===== src/rtl/net_delay_scheduler.sv =====
// Cycle-based model of a delayed net `w = a & b` with either inertial
// (glitch-rejecting) or transport (event-replaying) delay semantics.
module net_delay_scheduler #(
  parameter int DELAY  = 10,
  parameter int CNT_W  = 8,
  parameter int QDEPTH = 4,
  localparam int PW    = $clog2(QDEPTH + 1),
  localparam int AW    = (QDEPTH > 1) ? $clog2(QDEPTH) : 1
) (
  input  logic          clk,
  input  logic          rst,
  input  logic          a,
  input  logic          b,
  input  logic          mode,
  output logic          w,
  output logic          busy,
  output logic [PW-1:0] pending_cnt,
  output logic          overflow
);

  typedef enum logic {IDLE, ARMED} state_t;

  localparam logic [PW-1:0]    FULL      = PW'(QDEPTH);
  localparam logic [CNT_W-1:0] DLY       = CNT_W'(DELAY);
  localparam logic [CNT_W-1:0] DLY_M1    = CNT_W'(DELAY - 1);

  state_t             state_q, state_d;
  logic [CNT_W-1:0]   cnt_q, cnt_d;
  logic               target_q, target_d;
  logic               w_q, w_d;
  logic               r_q, r_q_d;
  logic [CNT_W-1:0]   now_q;
  logic               mode_q;
  logic               ovf_q, ovf_d;
  logic [AW-1:0]      head_q, head_d, tail_q, tail_d;
  logic [PW-1:0]      count_q, count_d;
  logic               q_val [QDEPTH];
  logic [CNT_W-1:0]   q_rel [QDEPTH];

  logic r;
  logic mode_switch;
  logic push, pop;

  assign r           = a & b;
  assign mode_switch = (mode != mode_q);

  always_comb begin
    state_d  = state_q;
    cnt_d    = cnt_q;
    target_d = target_q;
    w_d      = w_q;
    r_q_d    = r_q;
    ovf_d    = ovf_q;
    head_d   = head_q;
    tail_d   = tail_q;
    count_d  = count_q;
    push     = 1'b0;
    pop      = 1'b0;

    if (mode_switch) begin
      // Flush everything; the new mode starts from the current net value.
      state_d = IDLE;
      head_d  = '0;
      tail_d  = '0;
      count_d = '0;
      r_q_d   = w_q;
    end else if (!mode) begin
      unique case (state_q)
        IDLE: begin
          if (r != w_q) begin
            target_d = r;
            cnt_d    = DLY_M1;
            state_d  = ARMED;
          end
        end
        ARMED: begin
          if (r != target_q) begin
            state_d = IDLE;
          end else if (cnt_q == '0) begin
            w_d     = target_q;
            state_d = IDLE;
          end else begin
            cnt_d = cnt_q - 1'b1;
          end
        end
        default: state_d = IDLE;
      endcase
    end else begin
      // Pop is resolved before push so a full queue can accept on a pop edge.
      pop = (count_q != '0) && (q_rel[head_q] == now_q);
      if (pop) begin
        w_d    = q_val[head_q];
        head_d = head_q + 1'b1;
      end
      if (r != r_q) begin
        r_q_d = r;
        if ((count_q != FULL) || pop) begin
          push   = 1'b1;
          tail_d = tail_q + 1'b1;
        end else begin
          ovf_d = 1'b1;
        end
      end
      count_d = count_q + PW'(push) - PW'(pop);
    end
  end

  always_ff @(posedge clk) begin
    if (rst) begin
      state_q  <= IDLE;
      cnt_q    <= '0;
      target_q <= 1'b0;
      w_q      <= 1'b0;
      r_q      <= 1'b0;
      now_q    <= '0;
      mode_q   <= mode;
      ovf_q    <= 1'b0;
      head_q   <= '0;
      tail_q   <= '0;
      count_q  <= '0;
    end else begin
      state_q  <= state_d;
      cnt_q    <= cnt_d;
      target_q <= target_d;
      w_q      <= w_d;
      r_q      <= r_q_d;
      now_q    <= now_q + 1'b1;
      mode_q   <= mode;
      ovf_q    <= ovf_d;
      head_q   <= head_d;
      tail_q   <= tail_d;
      count_q  <= count_d;
    end
  end

  // Queue storage needs no reset: occupancy gates every read.
  always_ff @(posedge clk) begin
    if (push) begin
      q_val[tail_q] <= r;
      q_rel[tail_q] <= now_q + DLY;
    end
  end

  assign w           = w_q;
  assign overflow    = ovf_q;
  assign busy        = (state_q == ARMED) || (count_q != '0);
  assign pending_cnt = count_q + PW'(state_q == ARMED);

endmodule


===== config.mk =====
export PLATFORM = sky130hd
export DESIGN_NAME = net_delay_scheduler
export DESIGN_NICKNAME = d
export VERILOG_FILES = /design/src/rtl/net_delay_scheduler.sv
export SDC_FILE = /design/constraint.sdc
export NUM_CORES = 1
export LEC_CHECK = 0
export ABC_CLOCK_PERIOD_IN_PS = 8000
export CAP_MARGIN = 5
export CORE_ASPECT_RATIO = 2
export CORE_MARGIN = 2
export CORE_UTILIZATION = 45
export DETAILED_ROUTE_END_ITERATION = 8
export SYNTH_ARGS = -nofsm -noshare
export SYNTH_HDL_FRONTEND = slang
export SYNTH_SLANG_ARGS = --single-unit

===== constraint.sdc =====
create_clock -name clk -period 8 [get_ports clk]
set_input_delay 0.8 -clock clk [delete_from_list [all_inputs] [get_ports clk]]
set_output_delay 0.8 -clock clk [all_outputs]
set_load 0.02 [all_outputs]

==> metrics.md <==
| Metric | Value |
|---|---|
| Max Clock Freq | 301 MHz |
| # clock sinks | 67 |
| Average wire length per cell after detail routing | 17.0 um |
| Critical register-to-register path endpoint | count_q[2]$_SDFFE_PP0P_ |
| Starting utilization of the core area | 46.3% |
| Busiest layer in global routing | met2 |
| Post-route standard cell area excluding fillers | 3660 um^2 |
| Setup-failing EPs final | 0 |
| Number of cells traversed by the worst register-to-register path | 12 |
| Share of layout cells above drive strength 1 | 14.5% |
| Total negative slack | 0 ns |
| Cts repair resizes | 0 |
| Placed instance count | 356 |
| Global route total overflow | 0 |
| Worst setup skew after layout | 0.00673 ns |
| Final routed wirelength across all metal layers | 6320 um |
| Maximum number of pins on one net before global-route repair | 17 |
| Register bit count reported by yosys | 67 |
| Inserted Clock Buffers | 9 |
| Count of flip-flops with a built-in enable after synthesis | 36 |
| Placement row count | 43 |
| DR vias | 2027 |
| Synthesis-to-layout area growth | 14.8% |
| Most common cell after layout, fill and taps aside | edfxtp_1 |
| Horiz. Die Dim | 63.5 um |
| Largest fanout of any net on the critical path | 9 |
| Post-route minimum period | 3.32 ns |
| Hold path startpoint | overflow$_SDFFE_PP0P_ |
| Number of buffers inserted by hold repair at cts | 0 |
| Post-synth net total | 284 |
| Core Box Area | 6890 um^2 |
| Final routed DRC violation total | 0 |
| Number of antenna violations at the first check in global routing | 0 |
| Sequential cell area fraction in the yosys report | 53.4% |
| CP Capture Type | flop |
| Count of maximum capacitance violations | 0 |
| Critical Path Source Type | flop |
| Headroom to the max-slew limit | 56.0% |
| Class of the tightest hold or removal check | reg -> reg |
| Clock tree root buffer cell | clkbuf_16 |
| Required time at the worst-slack endpoint | 8.22 ns |
| Result of the run | completed |
| Number of ports placed on the die boundary | 11 |
| Global-route wire length before repair | 10300 um |
| Final standard cell count with taps included and fillers excluded | 372 |
| Power density over the cells | 226 nW/um^2 |
| Worst Hold Slack | 0.474 ns |
| Capture endpoint of the worst hold path | overflow$_SDFFE_PP0P_ |
| Die height | 123 um |
| Filler Cells Inserted | 644 |
| Unrepaired setup endpoints after global routing | no |
| CTS tree | built |
| Number of DRC markers after the initial detailed-route iteration | 98 |
| Cells after synthesis | 265 |
| Pre-antenna DRT Iters | 7 |
| Critical Path AT | 3.54 ns |
| Yosys cell types | 48 |
| Share of the cycle needed by the critical path after routing | 41.6% |
| Worst skew pair latency | 0.33 ns |
| Via density | 5.45 |
| Placement-stage cell area | 3350 um^2 |
| Layout Nets | 296 |
| Crit Path Class | reg -> reg |
| Maximum clock insertion buffer count | 2 |
| Met3 track demand over resource | 3.00% |
| Via count of the first global-routing pass | 2031 |
| Commonest cells after routing, fill and taps aside | edfxtp_1, nor2_1, dfxtp_1, inv_1, nand2_1 |
| Largest voltage drop on the vdd net | 0.150 mV |
| Placed wire-length estimate | 4740 um |
| Count of antenna-violating nets left after detailed routing | 0 |
| Worst setup slack after placement | 4.43 ns |
| Placer Congestion | 0.782 |
| Clock slew at the register clock pins of the worst setup and hold paths | 0.05 ns |
| Met1 usage in global routing | 17.6% |
| Leak | 1.34 nW |
| Number of hold violations in the final report | 0 |
| H-tree lvl count | 3 |
| Most frequently used flop master after synthesis | edfxtp_1 |
| Yosys Warn Count | 0 |
| Slew Viols, Final | 0 |
| GRT met2 Usage | 33.4% |
| Number of post-CTS setup repair buffers | 0 |
| Die area | 7820 um^2 |
| Worst hold path stage count | 1 |
| Average cell area after synthesis | 12.0 um^2 |
| Number of antenna diodes | 0 |
| Count of port buffers added during placement | 10 |
| GRT Resource Usage Total | 18.1% |
| Setup slack, reg-to-reg | 4.68 ns |
| FFs w/ async S/R, synth | 0% |
| Transition time of the tightest slew-check pin | 0.661 ns |
| Post-synth design cell area | 3190 um^2 |
| Worst path setup slack after routing | 4.68 ns |
[per-layer routing]
metal	vias to the layer above	share of wire [%]
met1	991	36
met5	-	0
li1	973	-
met2	45	57
met3	18	2.4
met4	0	4.6
[flip-flops by register name, indices dropped and copies added (netlist names), named ones only]
signal	cells
cnt_q	8
count_q	3
head_q	2
mode_q	1
now_q	8
overflow	1
q_rel	32
q_val	4
r_q	1
state_q	1
tail_q	2
target_q	1
w	1
[cells in the mapped netlist, types with 4 or more instances]
cell type	n	share of area (%)
nand4_1	7	1.4
nand3_1	8	1.3
ha_1	13	5.1
dfxtp_1	31	19
a21oi_1	11	1.7
edfxtp_1	36	34
nor2_1	31	3.6
xnor2_1	8	2.2
or3_1	4	0.78
o21ai_0	7	1.1
nand2_1	15	1.8
and3_1	7	1.4
nor3_1	4	0.63
mux4_2	8	5.6
inv_1	15	1.8
xnor2_2	7	3.6
xor2_1	12	3.3
clkbuf_1	6	0.71
[power by group]
group	leakage [nW]	switching, mW	total, mW	internal, mW
logic	0.610	0.0293	0.0495	0.0202
registers	0.579	0.00711	0.376	0.369
clock network	0.155	0.138	0.403	0.265
[final cells by class]
class	instances	area, um^2	area share (%)
Tap cell	90	113	3.07
Inverter	16	60.1	1.64
Clock buffer	12	267	7.28
Timing Repair Buffer	11	108	2.94
Multi-Input combinational cell	172	1370	37.3
Sequential cell	67	1700	46.5
Clock inverter	4	47.5	1.30
[stage by stage]
stage	utilization, %	power [mW]
3_5_place_dp	48.6	0.432
4_1_cts	53.2	0.835
5_1_grt	53.2	0.857
2_1_floorplan	-	0.416
6_report	53.2	0.828
3_3_place_gp	48.6	0.432
[worst max-delay path by stage]
stage / startpoint / end / slack (ns) / cells after the start
global placement: mode / q_rel[0][6]$_DFFE_PP_ / 4.50 / 5
floorplan: flop / count_q[2]$_SDFFE_PP0P_ / 5.25 / 13
global route: flop / count_q[2]$_SDFFE_PP0P_ / 4.34 / 12
CTS: flop / count_q[2]$_SDFFE_PP0P_ / 4.61 / 12
detailed placement: mode / q_rel[3][7]$_DFFE_PP_ / 4.43 / 5
finish: flop / count_q[2]$_SDFFE_PP0P_ / 4.68 / 12
[cell families (layout without fill, tap and decap cells)]
group	after synthesis	in the layout	synth area share (%)
simple gates	86	86	13.7
flops	67	67	53.4
compound gates	33	33	6.91
xor+xnor	27	27	9.06
buf+inv	26	43	3.80
fa+ha+maj	14	14	5.73
mux	12	12	7.41
[worst max-delay path: stages, from the launching register on]
cell and delay, ns:
dfxtp_1 0.67, mux4_2 0.61, xnor2_2 0.21, nand4_1 0.13
nor3_2 0.34, ha_1 0.18, inv_1 0.04, ha_1 0.19
fa_1 0.38, xor2_1 0.15, nor2_1 0.12, xnor2_1 0.13
nor2_1 0.05
Note: power is estimated with default switching activity, not from simulation.
==> RTL edit, RTL diff (same settings) <==
Register the input `mode` before use, without a reset. The logic sees it one clock later. The other inputs are not delayed to match.
--- a/src/rtl/net_delay_scheduler.sv
+++ b/src/rtl/net_delay_scheduler.sv
@@ -25,4 +25,10 @@
   localparam logic [CNT_W-1:0] DLY_M1    = CNT_W'(DELAY - 1);
 
+  logic mode_r;
+
+  always_ff @(posedge clk) begin
+    mode_r <= mode;
+  end
+
   state_t             state_q, state_d;
   logic [CNT_W-1:0]   cnt_q, cnt_d;
@@ -43,5 +49,5 @@
 
   assign r           = a & b;
-  assign mode_switch = (mode != mode_q);
+  assign mode_switch = (mode_r != mode_q);
 
   always_comb begin
@@ -65,5 +71,5 @@
       count_d = '0;
       r_q_d   = w_q;
-    end else if (!mode) begin
+    end else if (!mode_r) begin
       unique case (state_q)
         IDLE: begin
@@ -114,5 +120,5 @@
       r_q      <= 1'b0;
       now_q    <= '0;
-      mode_q   <= mode;
+      mode_q   <= mode_r;
       ovf_q    <= 1'b0;
       head_q   <= '0;
@@ -126,5 +132,5 @@
       r_q      <= r_q_d;
       now_q    <= now_q + 1'b1;
-      mode_q   <= mode;
+      mode_q   <= mode_r;
       ovf_q    <= ovf_d;
       head_q   <= head_d;
Check against the original RTL: not equivalent (Yosys sat finds a counterexample within 4 cycles, from zero or initial values and one cycle with rst high).
==> RTL edit against the unedited design <==
- maximum frequency is 6.3% lower
- setup slack worse by 220 ps
- synthesized area is 2.0% higher
- total power is 7.1% lower
- sequential power is 2% higher
- routed wire length is 1.1% higher
- sequential cell count is 1 higher
- cell area is 0.65% lower
==> RTL edit: results (changes against the unedited design) <==
| Metric | This run | Unit | Change |
|---|---|---|---|
| Clock network fraction of total power | 44.4 | % | -4.2 points |
| Leading post-synthesis cells by cell area | sky130_fd_sc_hd__edfxtp_1 (33%), sky130_fd_sc_hd__dfxtp_1 (20%), sky130_fd_sc_hd__mux4_1 (5.7%) | - |  |
| Critical Path AT | 3770 | ps | +230 ps |
| Met3 usage in global routing | 4.968 | % | +2.0 points |
| Internal Power | 0.0006002 | W | -8.2% |
| Slowest-stage cell, CP | sky130_fd_sc_hd__mux4_1 | - |  |
| Routed wirelength normalized by instance count | 17.05 | µm | +0.33% |
| Synthesized netlist net count | 291 | - | +2.5% |
| Placement-stage worst setup slack | 4423 | ps | -4.130 ps |
| Met1 GRT Util | 17.78 | % | +0.20 points |
| Total CTS buffers | 9 | - | unchanged |
| Sum of net half-perimeters after detailed placement | 4.562 | mm | -3.8% |
| Fraction of layout cells with a size suffix above 1 | 7.368 | % | -7.2 points |
| Buffers inserted during post-CTS setup optimization | 0 | - | unchanged |
| Total placed cells including tap cells | 359 | - | +0.84% |
| Cell depth of the worst min-delay path | 2 | - | +1 |
| Worst Hold Slack | 476.6 | ps | +3.061 ps |
| Worst reg-to-reg path cell count | 13 | - | +1 |
| Fraction of synthesized area in multiplexers | 8.420 | % | +1.0 points |
| GRT Util Overall | 17.88 | % | -0.20 points |
| Peak ir drop on the vdd network | 0.1147 | mV | -24% |
| Synth Area in Adders | 5.613 | % | -0.11 points |
| GP Congestion | 0.7500 | - | -4.1% |
| Fraction of synthesis flops using an asynchronous set or reset pin | 0 | % | unchanged |
| Switching power share of the total | 21.95 | % | +0.94 points |
| Outcome | completed | - |  |
| Global-route wire length before repair | 10.51 | mm | +2.0% |
| Sequential cell area fraction in the yosys report | 52.90 | % | -0.45 points |
| GR Layer Usage met2 | 33.27 | % | -0.15 points |
| Drt first pass iters | 4 | - | -3 |
| Critical path's largest stage delay | 630 | ps | -40 ps |
| Number of DRC violations after detailed-routing iteration 0 | 85 | - | -13% |
| Number of instances in the synthesized netlist | 272 | - | +2.6% |
| Vias after detailed routing | 2029 | - | +0.099% |
| Sequential cell power | 0.000382 | W | +2% |
| Maximum number of pins on one net before global-route repair | 19 | - | +2 |
| Worst R2R Setup Slack | 4450 | ps | -220 ps |
| Area share of xor/xnor cells in the synthesized design | 7.805 | % | -1.3 points |
| Post-layout nets | 299 | - | +1.0% |
| Leakage power total | 1.291 | nW | -3.9% |
| Count of non-filler cells in the finished layout | 375 | - | +0.81% |
| Registers with the most flip-flops | q_rel x32, cnt_q x8, now_q x8 | - |  |
| Area fraction in compound gates after synthesis | 7.805 | % | +0.90 points |
| Placed Area | 0.003385 | mm² | +1.1% |
| Worst-case clock skew | 5.082 | ps | -1.649 ps |
| Slew margin rel. | 41.62 | % | -14 points |
RTL edit: cell types whose count changed in the layout (fill, tap and decap cells not counted), sizes merged, moves of 3 or more:
cell,delta
nor2,-3
inv,-3
nor3b,+5
and3,-3
nor3,-3
mux2i,+6
RTL edit: logic make-up after synthesis:
kind of cell | count (synthesis)
and+or+nand+nor | 85
DFF | 68
AOI/OAI and AO/OA | 34
xor gates and xnor gates | 29
buffers and inverters | 26
muxes | 16
adders and majority gates | 14
RTL edit: final cells by class:
class | instances | area [µm²]
multi-input combinational | 178 | 1401
fill | 639 | 3356
tap | 90 | 112.6
clock buffer | 13 | 240.2
clock inverter | 3 | 13.76
sequential | 68 | 1722
inverter | 13 | 48.80
timing repair buffer | 10 | 100.1
RTL edit: per-layer routing:
| layer | up-vias | wire [µm] |
|---|---|---|
| met1 | 990 | 2390 |
| met5 | - | 0 |
| met3 | 11 | 175 |
| met4 | 0 | 121 |
| met2 | 29 | 3706 |
| li1 | 999 | - |
